[config.mk]
export PLATFORM = sky130hd
export DESIGN_NAME = alu_packet_responder
export DESIGN_NICKNAME = d
export VERILOG_FILES = /design/src/rtl/alu_packet_responder.sv
export SDC_FILE = /design/constraint.sdc
export NUM_CORES = 1
export LEC_CHECK = 0
export CORE_MARGIN = 5
export CORE_UTILIZATION = 40
export CTS_CLUSTER_DIAMETER = 50
export DETAILED_ROUTE_END_ITERATION = 10
export HOLD_SLACK_MARGIN = 0.08
export PLACE_DENSITY = 0.62
export SETUP_SLACK_MARGIN = 0.4
export SYNTH_ARGS = -nofsm -noshare
export SYNTH_HDL_FRONTEND = slang
export SYNTH_SLANG_ARGS = --single-unit
[constraint.sdc]
create_clock -name clk -period 7.9 [get_ports clk]
set_input_delay 0.79 -clock clk [delete_from_list [all_inputs] [get_ports clk]]
set_output_delay 0.79 -clock clk [all_outputs]
set_load 0.01 [all_outputs]
[src/rtl/alu_packet_responder.sv]
// UART ALU packet engine: parses echo/add/mul command packets from an AXI-Stream byte
// input and streams the response back. Optional feature macro: ALU_MUL_EN (enables opcode 0xA1).
module alu_packet_responder #(
  parameter int DATA_WIDTH_P = 8,
  parameter int ACC_WIDTH_P  = 32
) (
  input  logic                    clk,
  input  logic                    rst_n,
  input  logic [DATA_WIDTH_P-1:0] s_axis_tdata,
  input  logic                    s_axis_tvalid,
  output logic                    s_axis_tready,
  output logic [DATA_WIDTH_P-1:0] m_axis_tdata,
  output logic                    m_axis_tvalid,
  input  logic                    m_axis_tready,
  output logic                    busy_o,
  output logic                    error_o
);

  localparam int NB     = ACC_WIDTH_P / 8;
  localparam int BIDX_W = (NB > 1) ? $clog2(NB) : 1;
  localparam logic [BIDX_W-1:0] BIDX_LAST = BIDX_W'(NB - 1);
  localparam logic [7:0] OP_ECHO = 8'hEC;
  localparam logic [7:0] OP_ADD  = 8'hA0;

  typedef enum logic [2:0] {IDLE, HDR, ECHO, OPND, RESP, DRAIN} state_t;

  state_t                   state_q, state_d;
  logic [1:0]               hdr_cnt_q, hdr_cnt_d;
  logic [7:0]               opcode_q, opcode_d;
  logic [7:0]               len_lo_q, len_lo_d;
  logic [15:0]              rem_q, rem_d;
  logic [ACC_WIDTH_P-9:0]   opnd_q, opnd_d;
  logic [BIDX_W-1:0]        bidx_q, bidx_d;
  logic [BIDX_W-1:0]        ridx_q, ridx_d;
  logic                     first_q, first_d;
  logic [ACC_WIDTH_P-1:0]   acc_q, acc_d;
  logic                     error_q, error_d;

  logic [15:0]              len_full;
  logic [15:0]              payload;
  logic [ACC_WIDTH_P-1:0]   operand;
  logic [ACC_WIDTH_P-1:0]   alu_res;
  logic                     op_add, op_mul, op_alu;
  logic                     s_rdy, m_vld;
  logic [DATA_WIDTH_P-1:0]  m_dat;

  // The incoming byte completes the little-endian operand on top of the stored lower bytes.
  assign operand  = {s_axis_tdata, opnd_q};
  assign len_full = {s_axis_tdata, len_lo_q};
  assign payload  = len_full - 16'd4;
  assign op_add   = (opcode_q == OP_ADD);

`ifdef ALU_MUL_EN
  localparam logic [7:0] OP_MUL = 8'hA1;
  assign op_mul  = (opcode_q == OP_MUL);
  assign alu_res = op_mul ? acc_q * operand : acc_q + operand;
`else
  assign op_mul  = 1'b0;
  assign alu_res = acc_q + operand;
`endif

  assign op_alu = op_add | op_mul;

  always_comb begin
    state_d   = state_q;
    hdr_cnt_d = hdr_cnt_q;
    opcode_d  = opcode_q;
    len_lo_d  = len_lo_q;
    rem_d     = rem_q;
    opnd_d    = opnd_q;
    bidx_d    = bidx_q;
    ridx_d    = ridx_q;
    first_d   = first_q;
    acc_d     = acc_q;
    error_d   = 1'b0;
    s_rdy     = 1'b0;
    m_vld     = 1'b0;
    m_dat     = '0;
    case (state_q)
      IDLE: begin
        s_rdy = 1'b1;
        if (s_axis_tvalid) begin
          opcode_d  = s_axis_tdata;
          hdr_cnt_d = 2'd1;
          state_d   = HDR;
        end
      end
      HDR: begin
        s_rdy = 1'b1;
        if (s_axis_tvalid) begin
          hdr_cnt_d = hdr_cnt_q + 2'd1;
          if (hdr_cnt_q == 2'd2) len_lo_d = s_axis_tdata;
          if (hdr_cnt_q == 2'd3) begin
            rem_d   = payload;
            bidx_d  = '0;
            first_d = 1'b1;
            if (len_full < 16'd4) begin
              error_d = 1'b1;
              state_d = IDLE;
            end else if (opcode_q == OP_ECHO) begin
              state_d = (payload == 16'd0) ? IDLE : ECHO;
            end else if (op_alu && payload != 16'd0 && payload[1:0] == 2'b00) begin
              state_d = OPND;
            end else begin
              // Unknown opcode or bad operand length: flag it and swallow the payload.
              error_d = 1'b1;
              state_d = (payload == 16'd0) ? IDLE : DRAIN;
            end
          end
        end
      end
      ECHO: begin
        m_dat = s_axis_tdata;
        m_vld = s_axis_tvalid;
        s_rdy = m_axis_tready;
        if (s_axis_tvalid && m_axis_tready) begin
          rem_d = rem_q - 16'd1;
          if (rem_q == 16'd1) state_d = IDLE;
        end
      end
      OPND: begin
        s_rdy = 1'b1;
        if (s_axis_tvalid) begin
          opnd_d = operand[ACC_WIDTH_P-1:8];
          bidx_d = bidx_q + 1'b1;
          rem_d  = rem_q - 16'd1;
          if (bidx_q == BIDX_LAST) begin
            first_d = 1'b0;
            acc_d   = first_q ? operand : alu_res;
          end
          if (rem_q == 16'd1) begin
            ridx_d  = '0;
            state_d = RESP;
          end
        end
      end
      RESP: begin
        m_vld = 1'b1;
        m_dat = acc_q[{ridx_q, 3'b000} +: 8];
        if (m_axis_tready) begin
          ridx_d = ridx_q + 1'b1;
          if (ridx_q == BIDX_LAST) state_d = IDLE;
        end
      end
      DRAIN: begin
        s_rdy = 1'b1;
        if (s_axis_tvalid) begin
          rem_d = rem_q - 16'd1;
          if (rem_q == 16'd1) state_d = IDLE;
        end
      end
      default: state_d = IDLE;
    endcase
  end

  always_ff @(posedge clk or negedge rst_n) begin
    if (!rst_n) begin
      state_q   <= IDLE;
      hdr_cnt_q <= '0;
      opcode_q  <= '0;
      len_lo_q  <= '0;
      rem_q     <= '0;
      opnd_q    <= '0;
      bidx_q    <= '0;
      ridx_q    <= '0;
      first_q   <= 1'b0;
      acc_q     <= '0;
      error_q   <= 1'b0;
    end else begin
      state_q   <= state_d;
      hdr_cnt_q <= hdr_cnt_d;
      opcode_q  <= opcode_d;
      len_lo_q  <= len_lo_d;
      rem_q     <= rem_d;
      opnd_q    <= opnd_d;
      bidx_q    <= bidx_d;
      ridx_q    <= ridx_d;
      first_q   <= first_d;
      acc_q     <= acc_d;
      error_q   <= error_d;
    end
  end

  // tready is held low while reset is asserted even though IDLE would otherwise accept.
  assign s_axis_tready = s_rdy & rst_n;
  assign m_axis_tvalid = m_vld;
  assign m_axis_tdata  = m_dat;
  assign busy_o        = (state_q != IDLE);
  assign error_o       = error_q;

endmodule

Word-level counts from Yosys, hierarchy flattened
Cells that the tools add are included.
{"block": "op_classes", "shift": 1, "reduce_logical": 24, "bitwise": 1, "n_eq_ne": 23, "order_cmp": 1, "n_mux": 47, "addsub": 6}
{"operator": "16-bit two-way mux", "count": 4}
{"operator": "16-bit one-hot mux with 3 select lines", "count": 1}
{"operator": "3-bit two-way mux", "count": 14}
{"operator": "32-bit adder", "count": 1}
{"operator": "32-bit two-way mux", "count": 1}
{"operator": "32-bit by 6-bit indexed part select with 8-bit output", "count": 1}
{"operator": "2-bit inequality test, second input constant", "count": 10}
{"operator": "2-bit two-way mux", "count": 9}
{"operator": "3-bit one-hot mux with 6 select lines", "count": 1}
{"operator": "16-bit by 1-bit equality test with 1-bit output, second input constant", "count": 1}
{"operator": "8-bit equality test, second input constant", "count": 2}
{"operator": "16-bit logical NOT", "count": 1}
{"operator": "16-bit by 3-bit less-than comparator with 1-bit output, second input constant", "count": 1}
{"operator": "8-bit one-hot mux with 2 select lines", "count": 1}
{"operator": "16-bit nonzero test", "count": 1}
{"operator": "16-bit by 1-bit subtractor with 16-bit output, second input constant", "count": 1}
{"operator": "16-bit by 3-bit subtractor with 16-bit output, second input constant", "count": 1}
{"operator": "2-bit one-hot mux with 2 select lines", "count": 3}
{"operator": "1-bit two-way mux", "count": 10}
{"operator": "5-bit AND reduction", "count": 2}
{"operator": "3-bit AND reduction", "count": 3}
{"operator": "9-bit AND reduction", "count": 1}
{"operator": "2-bit equality test, second input constant", "count": 4}
{"operator": "4-bit AND reduction", "count": 2}
{"operator": "15 further kinds", "count": 27}
{"block": "word_totals", "register_bits": 99, "wordCells": 114}

Depth between registers and ports, before layout
{"block": "depth", "word_depth": 10, "ltp_mapped": 13, "mapped_depth_nobuf": 13}

Least setup slack after synthesis
Ideal clock, no wire load.
{"block": "synth_path", "path_kind": "input-to-reg", "from": "input s_axis_tdata[0]", "to": "register acc_q[31]", "setup_time_ps": 126, "stages": 11, "setup_slack_ps": 5197, "t_arrival_ps": 2577, "path_buffers": 0, "t_required_ps": 7774, "path_cell_list": "ha_1 and4_1 and2_1 nand2_1 o22ai_1 o211ai_1 a21o_1 a31oi_1 mux2i_1 nand3_1 o311a_1"}
{"block": "synth_via", "elab_chain_len": 2}
{"element": "start: declaration", "line": "9", "text": "input logic [DATA_WIDTH_P-1:0] s_axis_tdata,"}
{"element": "32-bit adder", "line": "59", "text": "assign alu_res = acc_q + operand;"}
{"element": "32-bit two-way mux", "line": "129", "text": "acc_d = first_q ? operand : alu_res;"}
{"element": "end signal: assignment", "line": "167", "text": "acc_q <= '0;"}
{"element": "end signal: assignment", "line": "179", "text": "acc_q <= acc_d;"}
{"element": "end: declaration", "line": "36", "text": "logic [ACC_WIDTH_P-1:0] acc_q, acc_d;"}
No other way between the ends.
A chain may end at the register's enable or synchronous reset.

Final worst setup path
{"block": "layout_path", "from": "register state_q[1]", "to": "output m_axis_tdata[2]"}
{"block": "layout_via", "elab_chain_len": 2, "word_cells_on_any_way": 3, "cone_classes": "eq/ne (2); mux (1)"}
{"element": "start: declaration", "line": "27", "text": "state_t state_q, state_d;"}
{"element": "start signal: assignment", "line": "170", "text": "state_q <= state_d;"}
{"element": "3-bit equality test / 3-bit by 2-bit equality test with 1-bit output (equally long branches)", "line": "79", "text": "case (state_q)"}
{"element": "8-bit one-hot mux with 2 select lines *", "line": "79"}
{"element": "end: declaration", "line": "12", "text": "output logic [DATA_WIDTH_P-1:0] m_axis_tdata,"}
Every way passes the cells marked *; elsewhere a longest branch is shown, timed or not.

==> flow_summary_export.csv <==
group,metric,value,unit
sta,timing.fmax,266,MHz
logic_synthesis,syn_avg_cell_area,8.42,um2
setup_path,path_class,"reg2out",
placement,globalplace.congestion,0.886,
detailed_routing,drt_iter0_markers,603,
logic_synthesis,synthFlopType,"dfrtp_1",
sta,worst_pin_slew,1010,ps
die,initial_utilization,40.7,%
global_route,grt_start_max_net_pins,59,
setup_path,path_cells,"inv_1 > nor2_1 > a22oi_1 > nor2_1 > clkdlybuf4s50_1",
sta,hold_violations,0,
die,die_w,140,um
power,p_leak,3.30,nW
sta,layout_min_cycle_time,3750,ps
sta,fin_crit_sh,47.5,%
layout,layout_commonest_cell,"nand2_1",
detailed_routing,drc,0,
sta,slew_violations,0,
detailed_routing,antenna_left,0,
setup_path,cp-end-kind,"output port",
clocking,cts-htree-levels,3,
logic_synthesis,ys_seq_area_share,36.8,%
layout,drive_gt1_share,7.44,%
placement,hpwlAfterDp,12.9,mm
die,die_area,19500,um2
global_route,track_usage,18.9,%
layout,areaGrowthSynthToFinish,11.7,%
setup_path,arrival,2960,ps
setup_path,critical_path_buf_inv_count,2,
setup_path,cp-start-kind,"flip-flop",
sta,tns,0,ps
detailed_routing,via_per_inst,5.62,
power,swShare,36.8,%
die,fp.coreArea,16500,um2
die,pin_count,24,
global_route,overflow,0,
outcome,status,"finished, final reports clean",
power,power_frac_seq,39.0,%
global_route,grt_pass1_vias,5412,
power,p_switching,0.701,mW
detailed_routing,vias,5762,
sta,max-slew-margin-rel,32.7,%
setup_path,path_max_fanout,14,
placement,dp_worst_setup_slack,4040,ps
die,rows,47,
run,drv_cap,0,
sta,rsz0062_at_grt,"false",
layout,nets,853,
setup_path,cpLargestDelayFamily,"simple AND/OR/NAND/NOR gates",
global_route,grt_pass1_wl,29.9,mm
clocking,clock_sinks,99,
power,power_frac_comb,31.7,%
logic_synthesis,netlist_area,6730,um2
sta,finalSetupViolCount,0,
logic_synthesis,synth_nets,851,
clocking,ctsResizeCount,0,
power,power_frac_clock,29.3,%
placement,portBuffers,23,
logic_synthesis,synth_edf_count,0,
logic_synthesis,synth_async_sr_flop_share,100,%
logic_synthesis,synthCells,799,
clocking,clkSlewWorstSetupHoldPaths,70,ps
clocking,cts_tree,"done",
clocking,clock_path_buffers,2,
layout,fillers,1576,
power,p_int,1.21,mW
logic_synthesis,ys_types,60,
clocking,clk_latency,360,ps
clocking,postCtsSetupRepairBufs,0,
layout,final_cell_mix,"nand2_1, dfrtp_1, a21oi_1, o21ai_0, nor2_1",
setup_path,slowest_delay,780,ps
clocking,cts_buffers,9,
clocking,cts-root-buf,"clkbuf_16",
detailed_routing,wl_per_cell,17.6,um
detailed_routing,first_pass_iters,7,
clocking,cts_hold_buf,0,
logic_synthesis,ys_ff_latch,99,
die,fp.dieH,140,um
layout,num_antenna_cells,0,
setup_path,required,7110,ps
sta,fin_worst_skew,8.58,ps
global_route,antenna_found_initial,1,
setup_path,cp_common_cell,"nor2_1",
power,vdd_ir_drop_max,0.190,mV
min_path,hold_class,"in2async",
power,power_density,254,nW/um2
logic_synthesis,yosysWarnings,0,
sta,fin_ws,4150,ps
detailed_routing,drt_wl_total,18.0,mm
setup_path,slowest_stage,"nor2_1",
==> kinds of logic after synthesis <==
| logic type | after synthesis | synth area share [%] |
|---|---|---|
| simple gates | 309 | 20.9 |
| buf+inv | 58 | 3.24 |
| fa+ha+maj | 40 | 7.55 |
| compound gates | 228 | 20.7 |
| mux | 30 | 6.25 |
| xor+xnor | 35 | 4.56 |
| flops | 99 | 36.8 |
==> power groups by stage <==
stage	clock [mW]	sequential (mW)	combinational [mW]
after floorplan	0	0.682	0.493
after global placement	0	0.750	0.597
after detailed placement	0	0.750	0.602
after CTS	0.568	0.742	0.605
after global routing	0.587	0.761	0.672
final	0.558	0.744	0.605
==> state kept, by name, indices dropped and copies added (netlist names) <==
name / flops
acc_q: 32
opnd_q: 24
rem_q: 16
len_lo_q: 8
opcode_q: 8
state_q: 3
bidx_q: 2
hdr_cnt_q: 2
ridx_q: 2
error_o: 1
first_q: 1
==> final timing paths <==
path / startpoint / end / slack, ps / cells past startpoint
max: state_q[1] / m_axis_tdata[2] / 4150 / 5
min: rst_n / acc_q[3] / 400 / 1
max reg2reg: state_q[1] / acc_q[1] / 4460 / 8
min reg2reg: rem_q[8] / rem_q[8] / 480 / 2
max in group asynchronous: rst_n / first_q / 6220 / 2
min in group clk: rem_q[8] / rem_q[8] / 480 / 2
==> worst register-to-register path: stages, from the launching register on <==
cell	delay (ps)
dfrtp_1	620
inv_1	130
nor2_1	780
and3_1	260
buf_4	350
nand2_1	450
buf_4	400
a211oi_1	260
a21oi_1	60
==> layer usage <==
| layer | global-route usage (%) | part of all wire [%] | up-vias |
|---|---|---|---|
| met1 | 28.4 | 49 | 2750 |
| met5 | 0 | 0.039 | - |
| met4 | 5.25 | 1.6 | 2 |
| met3 | 3.53 | 5.0 | 20 |
| li1 | - | - | 2852 |
| met2 | 27.9 | 44 | 138 |
==> cell type report <==
class	count	area, um2	share of cell area (%)
Tap cell	220	275	3.66
Multi-Input combinational cell	642	4030	53.7
Timing Repair Buffer	30	280	3.73
Clock inverter	6	136	1.82
Clock buffer	10	239	3.18
Sequential cell	99	2480	33.0
Inverter	19	71.3	0.949
==> Yosys cell counts, drive strengths merged (2+ instances only) <==
cell type / instances / area, um2
nor3: 18 / 100
and2: 4 / 25.0
or3: 4 / 25.0
nand4b: 2 / 17.5
xor2: 12 / 105
o211ai: 7 / 52.6
o22ai: 5 / 31.3
nand2b: 5 / 31.3
o31ai: 3 / 22.5
mux2i: 6 / 60.1
a22oi: 11 / 82.6
a221oi: 3 / 26.3
ha: 39 / 488
o22a: 2 / 17.5
nor4: 10 / 98.8
o31a: 4 / 35.0
o21ai: 69 / 345
a21oi: 73 / 365
or2: 2 / 12.5
nand3: 19 / 95.1
a2111oi: 2 / 23.8
and3: 4 / 25.0
nor2: 65 / 244
o221ai: 2 / 17.5
a22o: 2 / 17.5
inv: 18 / 67.6
nand3b: 2 / 15.0
dfrtp: 99 / 2480
a211oi: 6 / 45.0
a21o: 13 / 97.6
nand4: 4 / 25.0
clkbuf: 33 / 124
nor3b: 2 / 15.0
mux4: 8 / 180
o21a: 9 / 67.6
xnor2: 23 / 201
a31oi: 3 / 18.8
o311ai: 3 / 26.3
nand2: 157 / 597
nor2b: 7 / 43.8
and4: 3 / 26.3
mux2: 16 / 180
buf: 6 / 22.5
o21bai: 3 / 22.5
o311a: 2 / 20.0
==> metrics by stage <==
step	std cells	hold WS, ps	utilization (%)	area, um2	total power, mW
finish	1026	405	45.5	7510	1.91
global placement	1010	461	43.2	7140	1.35
detailed placement	1010	464	43.2	7140	1.35
CTS	1026	433	45.5	7510	1.91
global route	1026	467	45.5	7510	2.02
floorplan	799	443	-	6730	1.18
Note: power is estimated with default switching activity, not from simulation.
